File: src/rtl/instr_fetch_unit.sv
// Instruction fetch unit: owns the PC, fetches words over a req/ack memory
// handshake and hands them to the control unit over valid/ready.
module instr_fetch_unit #(
  parameter int                     ADDR_WIDTH = 20,
  parameter logic [ADDR_WIDTH-1:0]  RESET_PC   = {ADDR_WIDTH{1'b0}},
  parameter int                     TIMEOUT    = 16,
  parameter logic [6:0]             HLT_OPCODE = 7'd26
) (
  input  logic                  clock,
  input  logic                  reset,
  output logic [ADDR_WIDTH-1:0] imem_addr,
  output logic                  imem_req,
  input  logic                  imem_ack,
  input  logic [31:0]           imem_data,
  output logic [31:0]           instr,
  output logic                  instr_valid,
  input  logic                  instr_ready,
  input  logic [2:0]            pc_control,
  input  logic                  cond_flag,
  input  logic [ADDR_WIDTH-1:0] branch_target,
  output logic [ADDR_WIDTH-1:0] pc,
  output logic                  halted,
  output logic                  fetch_error
);

  localparam int              CW   = $clog2(TIMEOUT + 1);
  localparam logic [CW-1:0]   LAST = CW'(TIMEOUT - 1);

  typedef enum logic [1:0] {
    IDLE  = 2'd0,
    FETCH = 2'd1,
    ISSUE = 2'd2,
    HALT  = 2'd3
  } state_t;

  state_t          state_r;
  logic [CW-1:0]   count_r;

  // Branch resolution; sequential increment wraps naturally at the address width.
  function automatic logic [ADDR_WIDTH-1:0] next_pc(
    input logic [ADDR_WIDTH-1:0] cur,
    input logic [2:0]            ctrl,
    input logic                  cond,
    input logic [ADDR_WIDTH-1:0] target
  );
    logic [ADDR_WIDTH-1:0] inc;
    inc = cur + {{(ADDR_WIDTH-1){1'b0}}, 1'b1};
    case (ctrl)
      3'd1:    next_pc = target;
      3'd2:    next_pc = cond ? target : inc;
      3'd3:    next_pc = cond ? inc : target;
      3'd4:    next_pc = cur;
      default: next_pc = inc;
    endcase
  endfunction

  // Fetch state machine with all outputs registered.
  always_ff @(posedge clock or posedge reset) begin
    if (reset) begin
      state_r     <= IDLE;
      count_r     <= {CW{1'b0}};
      pc          <= RESET_PC;
      imem_addr   <= RESET_PC;
      imem_req    <= 1'b0;
      instr       <= 32'h0000_0000;
      instr_valid <= 1'b0;
      halted      <= 1'b0;
      fetch_error <= 1'b0;
    end else begin
      case (state_r)
        IDLE: begin
          state_r   <= FETCH;
          imem_req  <= 1'b1;
          imem_addr <= pc;
          count_r   <= {CW{1'b0}};
        end
        FETCH: begin
          // An ack in the final allowed cycle still wins over the timeout.
          if (imem_ack) begin
            instr       <= imem_data;
            instr_valid <= 1'b1;
            imem_req    <= 1'b0;
            count_r     <= {CW{1'b0}};
            state_r     <= ISSUE;
          end else if (count_r == LAST) begin
            imem_req    <= 1'b0;
            fetch_error <= 1'b1;
            halted      <= 1'b1;
            state_r     <= HALT;
          end else begin
            count_r <= count_r + {{(CW-1){1'b0}}, 1'b1};
          end
        end
        ISSUE: begin
          if (instr_ready) begin
            instr_valid <= 1'b0;
            if (instr[31:25] == HLT_OPCODE) begin
              halted  <= 1'b1;
              state_r <= HALT;
            end else begin
              pc        <= next_pc(pc, pc_control, cond_flag, branch_target);
              imem_addr <= next_pc(pc, pc_control, cond_flag, branch_target);
              imem_req  <= 1'b1;
              count_r   <= {CW{1'b0}};
              state_r   <= FETCH;
            end
          end else begin
            state_r <= ISSUE;
          end
        end
        HALT: begin
          imem_req    <= 1'b0;
          instr_valid <= 1'b0;
          state_r     <= HALT;
        end
        default: begin
          imem_req    <= 1'b0;
          instr_valid <= 1'b0;
          state_r     <= IDLE;
        end
      endcase
    end
  end

endmodule
File: config.mk
export PLATFORM = sky130hd
export DESIGN_NAME = instr_fetch_unit
export DESIGN_NICKNAME = d
export VERILOG_FILES = /design/src/rtl/instr_fetch_unit.sv
export SDC_FILE = /design/constraint.sdc
export NUM_CORES = 1
export LEC_CHECK = 0
export BUFFER_PORTS_ARGS = -buffer_cell sky130_fd_sc_hd__buf_2
export CELL_PAD_IN_SITES_DETAIL_PLACEMENT = 0
export CELL_PAD_IN_SITES_GLOBAL_PLACEMENT = 1
export CORE_MARGIN = 3
export CORE_UTILIZATION = 35
export CTS_CLUSTER_DIAMETER = 60
export DETAILED_ROUTE_END_ITERATION = 12
export GPL_TIMING_DRIVEN = 0
export PLACE_DENSITY_LB_ADDON = 0.1
export SLEW_MARGIN = 20
export SYNTH_ARGS = -nofsm -noshare
export SYNTH_HDL_FRONTEND = slang
export SYNTH_SLANG_ARGS = --single-unit
File: constraint.sdc
create_clock -name clock -period 2.5 [get_ports clock]
set_input_delay 0.375 -clock clock [delete_from_list [all_inputs] [get_ports clock]]
set_output_delay 0.375 -clock clock [all_outputs]
set_load 0.05 [all_outputs]
==> results of run 1 <==
[cell type report]
cell class	count	area, sq um	area share, %
tap	143	179	3.21
sequential	83	2080	37.3
clock inverter	5	85.1	1.53
multi-input combinational	295	2070	37.1
buffer	26	123	2.20
inverter	10	41.3	0.740
clock buffer	11	253	4.53
timing repair buffer	138	751	13.5
[state kept, by name, summed over array words and instances, names as in the netlist]
name         count
instr           32
imem_addr       20
pc              20
count_r          5
state_r          2
fetch_error      1
halted           1
imem_req         1
instr_valid      1
[per-layer routing]
layer  share of wire [%]  global-route usage, %  vias to the layer above
li1                    -                      -                     1881
met3                 6.1                   5.23                       16
met5                   0                      0                        -
met2                  46                   31.3                      144
met4                 1.5                   5.66                        0
met1                  46                   30.1                     1979
[what timing repair did]
item | 4_1_cts | 5_1_grt
pin swaps | 0 | 1
hold buffers | 0 | 0
endpoints found under the setup margin | 10 | 25
buffers inserted | 0 | 0
gates resized for setup | 3 | 5
[stage by stage]
stage / setup slack, ps / utilization [%]
4_1_cts: -22.6 / 47.6
3_5_place_dp: -153 / 44.7
5_1_grt: 1.05 / 47.8
3_3_place_gp: -161 / 44.1
2_1_floorplan: -7.13 / -
6_report: 102 / 47.8
[cells in the mapped netlist (8+ instances only)]
cell type / instances / area [sq um]
sky130_fd_sc_hd__clkbuf_1: 13 / 48.8
sky130_fd_sc_hd__nand2_1: 32 / 120
sky130_fd_sc_hd__o22ai_1: 8 / 50.1
sky130_fd_sc_hd__a22oi_1: 13 / 97.6
sky130_fd_sc_hd__o21ai_0: 28 / 140
sky130_fd_sc_hd__a21oi_1: 23 / 115
sky130_fd_sc_hd__nor2_1: 17 / 63.8
sky130_fd_sc_hd__inv_1: 9 / 33.8
sky130_fd_sc_hd__nand3_1: 9 / 45.0
sky130_fd_sc_hd__nor3_1: 8 / 40.0
sky130_fd_sc_hd__o21ai_1: 10 / 50.1
sky130_fd_sc_hd__mux2_2: 32 / 360
sky130_fd_sc_hd__dfrtp_1: 83 / 2080
[power by group through the flow]
stage / clock, W / combinational (W) / sequential [W]
floorplan: 0 / 0.00103 / 0.00389
global placement: 0 / 0.00357 / 0.00222
detailed placement: 0 / 0.00361 / 0.00225
CTS: 0.00154 / 0.00362 / 0.00223
global route: 0.00161 / 0.00383 / 0.00232
finish: 0.00151 / 0.00361 / 0.00224
[path summary, 6_finish.rpt]
path                               start           to  slack (ps)  depth (start not counted)
min                                reset    instr[10]          90                          2
min reg2reg                  fetch_error  fetch_error         460                          1
max reg2reg                        pc[1]       pc[18]         100                          7
max                                pc[1]       pc[18]         100                          7
min in group clock         imem_data[14]    instr[14]         250                          2
max in group asynchronous          reset        pc[1]        1700                          4
[cell families (layout without fill, tap and decap cells)]
group | after synthesis | count (layout) | share of synthesized area, %
AOI/OAI and AO/OA | 146 | 146 | 23.7
xor gates and xnor gates | 2 | 2 | 0.409
adders and majority gates | 3 | 3 | 0.877
buffers and inverters | 36 | 190 | 3.65
DFF | 83 | 83 | 48.5
muxes | 33 | 33 | 8.66
and+or+nand+nor | 111 | 111 | 14.2
[layout by cell type (no fill, tap or decap), types with 5 or more instances in the layout]
| cell type | synthesis | routed |
|---|---|---|
| sky130_fd_sc_hd__mux2_2 | 32 | 32 |
| sky130_fd_sc_hd__nor2_1 | 17 | 15 |
| sky130_fd_sc_hd__o21a_1 | 7 | 7 |
| sky130_fd_sc_hd__nand3_1 | 9 | 9 |
| sky130_fd_sc_hd__a31oi_1 | 7 | 7 |
| sky130_fd_sc_hd__clkbuf_16 | 0 | 9 |
| sky130_fd_sc_hd__o21ai_1 | 10 | 10 |
| sky130_fd_sc_hd__buf_2 | 5 | 140 |
| sky130_fd_sc_hd__a21oi_1 | 23 | 23 |
| sky130_fd_sc_hd__nor3_1 | 8 | 8 |
| sky130_fd_sc_hd__nand2_1 | 32 | 32 |
| sky130_fd_sc_hd__buf_1 | 5 | 5 |
| sky130_fd_sc_hd__a22oi_1 | 13 | 13 |
| sky130_fd_sc_hd__nor2b_1 | 5 | 5 |
| sky130_fd_sc_hd__nor4_1 | 7 | 7 |
| sky130_fd_sc_hd__o22ai_1 | 8 | 8 |
| sky130_fd_sc_hd__o21ai_0 | 28 | 28 |
| sky130_fd_sc_hd__inv_1 | 9 | 8 |
| sky130_fd_sc_hd__dfrtp_1 | 83 | 82 |
| sky130_fd_sc_hd__clkbuf_1 | 13 | 10 |
==> reports/summary.md, run 1 <==
The source-to-sink clock delay at the later pin of the worst-skew pair was 350 ps. The total congestion overflow came out at 0. The transition time at the pin with the least slew margin came out at 886 ps. For this design, the slowest cell found on the critical path is sky130_fd_sc_hd__or4_1. The repair_antennas step left the layout with diodes totalling 0.

For this run, the detailed router's first-pass iteration total came to 5. For the worst setup path, the data required time is 2740 ps. The worst setup path is of the flip-flop to flip-flop kind. In this run switching power makes up 48.7% of total power.

Power spread over the standard cell area amounts to 1320 nW/um^2. The number of max-slew violations in the final report was 0; the detail-routed via count per cell was 5.65. The run gives 3881 as the number of global-route vias before repair. The placed instances occupy a cell area of 5210 sq um. Post-detailed-placement half-perimeter wirelength: 10.2 mm. The number of sinks handled by clock tree synthesis came out at 83. Measured along the x axis, the die boundary spans 117 um. 136 I/O pins were placed. The run finished with clean final reports.

Detailed routing inserted a total of 4020 vias. The cell area that synthesis handed to floorplanning was 4280 sq um. A synthesized cell averages 10.3 sq um. Summed over all failing endpoints, the final setup total negative slack is 0 ps. The tightest hold path in the finished design has a slack of 92.3 ps. The shortest period the worst path allows works out to 2400 ps.

Traced cell by cell, the critical path runs through ha_1 -> nand2_1 -> or4_1 -> buf_2 -> or3_4 -> a21o_1 -> a22o_1. Setup violations remaining at the end of the flow were counted as 0. The tools report the data arrival at the endpoint of the critical path as 2640 ps. After the last flow step, the layout net total stands at 626.

The number of enable-type register cells in the synthesized netlist came out at 0. CTS placed an instance of sky130_fd_sc_hd__clkbuf_16 at the clock tree root. Leaving out filler cells and counting taps, the final layout contains 711. The initial utilization of the core area, before any placement, comes to 36.7%.

The number of max-capacitance violations reported came out at 0. The share of total power dissipated in sequential elements is 30.4%. The tools report the weighted congestion at the end of routability-driven global placement as 0.874. Among cell families on the critical path, the largest total delay comes from simple AND/OR/NAND/NOR gates.

For this run, the total global-route usage over all layers was measured as 20.9%. The register bit count reported by yosys was 83; the number of routed nets with antenna violations was 0. The tools report the number of inserted filler cells in the final layout as 1141. For this run, the slowest stage of the critical path takes 490 ps. For this block, the routed nets add up to 13.8 mm of wire.

In the final layout, the share of cells above drive strength 1 is 38.7%. The analysis attributes to net switching a power of 0.00358 W. The run gives 417 MHz as the peak clock frequency supported by timing. Of the available clock period, the critical path in the final layout requires 95.9%. In this run the number of H-tree levels came out at 3. Setup repair after global routing left no endpoint under its margin. Cell internal power was estimated by the tool at 0.00377 W.

The logs give 39 for the number of rows created at floorplan and 414 for the number of instances in the synthesized netlist. After detailed routing, the number of remaining DRC violations is 0. The sum of internal, switching and leakage power was 0.00736 W; the vertical die dimension was 117 um. Entering global routing, the biggest net connects 28 pins. The worst pin sits at a relative slew slack of 40.7%. The number of antenna violations at the first check in global routing came out at 0. The tools report the number of clock buffers inserted by TritonCTS as 9.

When the netlist entered floorplanning its net count stood at 477. After clock tree synthesis, the clock-pin slew on the worst setup and hold paths is 70 ps. STA classifies the critical path startpoint as a flip-flop.

Summing all non-filler instances in the final layout gives an area of 5580 sq um. After synthesis, the netlist uses 68 different library cells. For the die footprint, the log shows 13600 sq um.

The final hold violation count came out at 0. The run gives 8.59 ps as the post-route clock skew. STA classifies the critical path endpoint as a flip-flop.

The proportion of synthesized flip-flops having asynchronous set or reset works out to 100%. The number of buffers and inverters on the critical path is 1. The detailed router finished its first iteration with 265 violations. The worst hold path belongs to the class primary input to async pin. The tools report the cell count after placement as 695.

The first global-routing pass estimated 21.5 mm of wire. The clock passes through at most 2 buffers. In this run the tool buffered the top-level ports with 135 buffer cells. The number of warnings printed during yosys synthesis is 0, and the area added between synthesis and finish is 30.4%. Combinational logic burns 49.1% of the power. After detailed routing, the average wire length per cell comes to 19.4 um. TritonCTS built the clock tree. The maximum fanout along the worst path was 9.

The total area inside the core boundary comes to 11700 sq um. The share of total power dissipated in the clock network is 20.5%. After synthesis, flip-flops and latches occupy 48.5% of the total area. In the synthesized netlist the dominant register cell turns out to be sky130_fd_sc_hd__dfrtp_1.

Summed over all cells, the static leakage comes to 2.49 nW. The worst voltage drop across the vdd grid is 0.881 mV.
Note: power is estimated with default switching activity, not from simulation.
==> run 2: changes to the inputs <==
Settings changed: CORE_UTILIZATION 35 to 39.
Clock period 2.5 ns to 2.3 ns, I/O delays scaled along.
==> run 2 against run 1 <==
Effect of this change: hold slack lost 79 ps; highest routed layer unchanged; sequential share of layout area rose by 0.66 points; largest cell class unchanged; largest power group unchanged; final cell count unchanged.
==> reports/summary.md, run 2 (synthesis results as in run 1) <==
Counting flops per register, the top entry is instr. The areal power density over the cells is 1360 nW/um^2 (+3.3%). H-tree depth: 3 (unchanged).

The utilization after layout is 52.3% (+4.5 points). The register clock-pin slew on the reported worst setup and hold paths is 90 ps (+20 ps). The logs give 0 (unchanged) for the total congestion overflow and 370 ps (+20 ps) for the source-to-sink clock delay at the later pin of the worst-skew pair.

The number of max-capacitance violations reported was 0 (unchanged). Walking the worst path, the cells encountered are ha_4 -> nand2_1 -> or4_1 -> buf_2 -> or3_4 -> a21o_1 -> a22o_1. The number of antenna diodes was 0 (unchanged).

The run gives 0 (unchanged) as the detailed-route DRC error count. The tools report the critical path startpoint category as a flip-flop. The vertical die dimension works out to 111 um (-5.0%). CTS placed an instance of sky130_fd_sc_hd__clkbuf_8 at the clock tree root.

The routed length per instance works out to 18.7 um (-3.7%). The startpoint of the most critical setup path was pc[0]. The delay of the slowest cell on the worst path came out at 500 ps (about the same). The type of the most critical hold path was primary input to async pin. The number of violations reported at the end of detailed-routing iteration 0 is 244 (-7.9%), and the area added between synthesis and finish is 28.5%. The worst reg2reg path depth came out at 7 (unchanged). Number of inserted filler cells in the final layout: 1001 (-12%). The number of placed I/O pins was 136 (unchanged); the die footprint was 12300 sq um (-9.7%). STA classifies the critical path endpoint as a flip-flop. The flow ran to the end, and the final reports show no timing, DRC or antenna violations.

The static leakage power was 2.45 nW (-1.7%). The most common cell after layout, fill and taps aside is sky130_fd_sc_hd__buf_2. The ratio of cells with drive above 1 in the final layout was 41.0% (+2.3 points); the peak clock frequency supported by timing was 445 MHz (+6.8%). The number of sinks handled by clock tree synthesis was 83 (unchanged); the starting density of the core was 40.7% (+4.0 points). The maximum fanout along the worst path was 6 (-3); the die boundary width was 111 um (-5.0%). The number of buffers inserted for hold repair after clock tree synthesis came out at 0 (unchanged). The number of iterations in the first detailed-routing pass is 5 (unchanged), and the flip-flop count of the largest register after layout is 32 (unchanged). The standard cell core area was 10500 sq um (-9.9%); the routed wire length was 13.3 mm (-3.7%). The total of endpoints with negative setup slack in the final report was 0 (unchanged); the number of antenna violations at the first check in global routing was 0 (unchanged).

The logs give -364 ps (-211 ps) for the worst setup timing slack at the placement stage and 9 (unchanged) for the number of clock buffers inserted by TritonCTS. Setup repair after global routing could not meet its margin everywhere. The tools report the worst voltage drop across the vdd grid as 0.868 mV (-1.4%).

The number of nets in the finished design came out at 633 (+1.1%). The count of input and output buffers was 135 (unchanged). The worst max-slew margin expressed relative to the limit was 38.3% (-2.5 points).

The transition time at the pin with the least slew margin is 923 ps (+37.0 ps). The run gives 33 (+18%) as the pin count of the biggest net entering global routing. The number of vias in the routed layout came out at 4047 (+0.67%). The shortest period the worst path allows came out at 2240 ps (-153 ps). The setup slack of the worst register-to-register path came out at 60 ps (-50 ps). The overall routing resource usage is 21.6% (+0.70 points). The post-detailed-placement half-perimeter wirelength came out at 9.76 mm (-4.3%). The number of max-slew violations in the final report was 0 (unchanged). The post-route clock skew came out at 15.8 ps (+7.22 ps).

Maximum buffer depth of the clock tree: 2 (unchanged). The final setup slack of the worst path was 55.3 ps (-47.1 ps); the final hold violation count was 0 (unchanged). Detail-routed via count per cell: 5.69 (+0.67%). The largest registers in the layout are instr: 32 flops, imem_addr: 20 flops, pc: 20 flops. The critical path class was flip-flop to flip-flop. The number of rows created at floorplan is 37 (-5.1%). The cell with the largest stage delay on the worst path was sky130_fd_sc_hd__or4_1. The weighted congestion at the end of routability-driven global placement is 0.858 (-1.8%). Leaving out fill and tap cells, the most frequent cells in the layout are 140 x sky130_fd_sc_hd__buf_2, 76 x sky130_fd_sc_hd__dfrtp_1, 32 x sky130_fd_sc_hd__nand2_1, 32 x sky130_fd_sc_hd__mux2_2, 28 x sky130_fd_sc_hd__o21ai_0.

The logs give 2570 ps (-170 ps) for the worst endpoint required time and 0 (unchanged) for the number of routed nets with antenna violations. In this run the critical register-to-register path is captured at pc[18]. The tools report the global-route wire length before repair as 21.3 mm (-1.2%). The data arrival at the endpoint of the critical path is 2510 ps (-130 ps). TritonCTS built the clock tree. The final worst-path cycle share came out at 97.6% (+1.7 points).

The startpoint identified for the worst register-to-register timing path is pc[0]. Number of global-route vias before repair: 3956 (+1.9%).
-- run 2: cell types whose count changed in the layout (fill, tap and decap cells not counted), sizes merged --
cell / delta
clkinv: -1
buf: +8
clkinvlp: +1
inv: +1
clkbuf: -1
bufinv: -1
-- run 2: power breakdown --
part | switching (W) | total (W) | internal [W]
Sequential | 0.000436 | 0.00245 | 0.00202
Clock | 0.000565 | 0.00107 | 0.000509
Combinational | 0.00284 | 0.00397 | 0.00113
-- run 2: layout make-up --
cell class,instances,area (sq um),share of cell area [%]
flip-flops and latches,83,2090,37.9
repair buffers,146,796,14.5
clock inverters,5,62.6,1.14
well taps,136,170,3.09
clock buffers,11,131,2.39
plain buffers,25,128,2.32
multi-input cells,295,2090,37.9
inverters,10,41.3,0.751
-- run 2: per-stage QoR --
step	cell area (sq um)	total power [W]	std cells	setup TNS [ps]	hold WS [ps]
6_report	5500	0.00750	711	0	13.7
5_1_grt	5500	0.00792	711	-20.8	40.1
4_1_cts	5410	0.00749	703	0	14.3
3_5_place_dp	5190	0.00637	687	-4890	419
3_3_place_gp	5150	0.00630	685	-5320	450
2_1_floorplan	4310	0.00537	414	-46.9	437
-- run 2: worst max-delay path, delay by kind of cell (launching register included) --
family | cells | cell delay (ps)
DFF | 1 | 420
and+or+nand+nor | 3 | 1030
buffers and inverters | 1 | 160
AOI/OAI and AO/OA | 2 | 360
adders and majority gates | 1 | 170
-- run 2: per-layer routing --
layer  part of all wire (%)  up-vias  track usage (%)
met3                    6.8       20             4.26
met2                     46      157             33.4
li1                       -     1891                -
met4                    1.9        0             8.62
met5                      0        -                0
met1                     46     1979             29.7
-- run 2: how the worst max path moves through the flow --
stage / end / slack, ps / cells past startpoint
after floorplan: pc[18] / -50 / 7
after global placement: imem_addr[19] / -380 / 6
after detailed placement: imem_addr[19] / -360 / 6
after CTS: pc[3] / 2 / 6
after global routing: pc[13] / -20 / 6
final: pc[18] / 60 / 7
-- run 2: timing repair --
item | 4_1_cts | 5_1_grt
setup buffers | 0 | 9
resized for setup | 8 | 6
endpoints found under the setup margin | 43 | 42
pin swaps | 0 | 3
endpoints found under the hold margin | 0 | 0
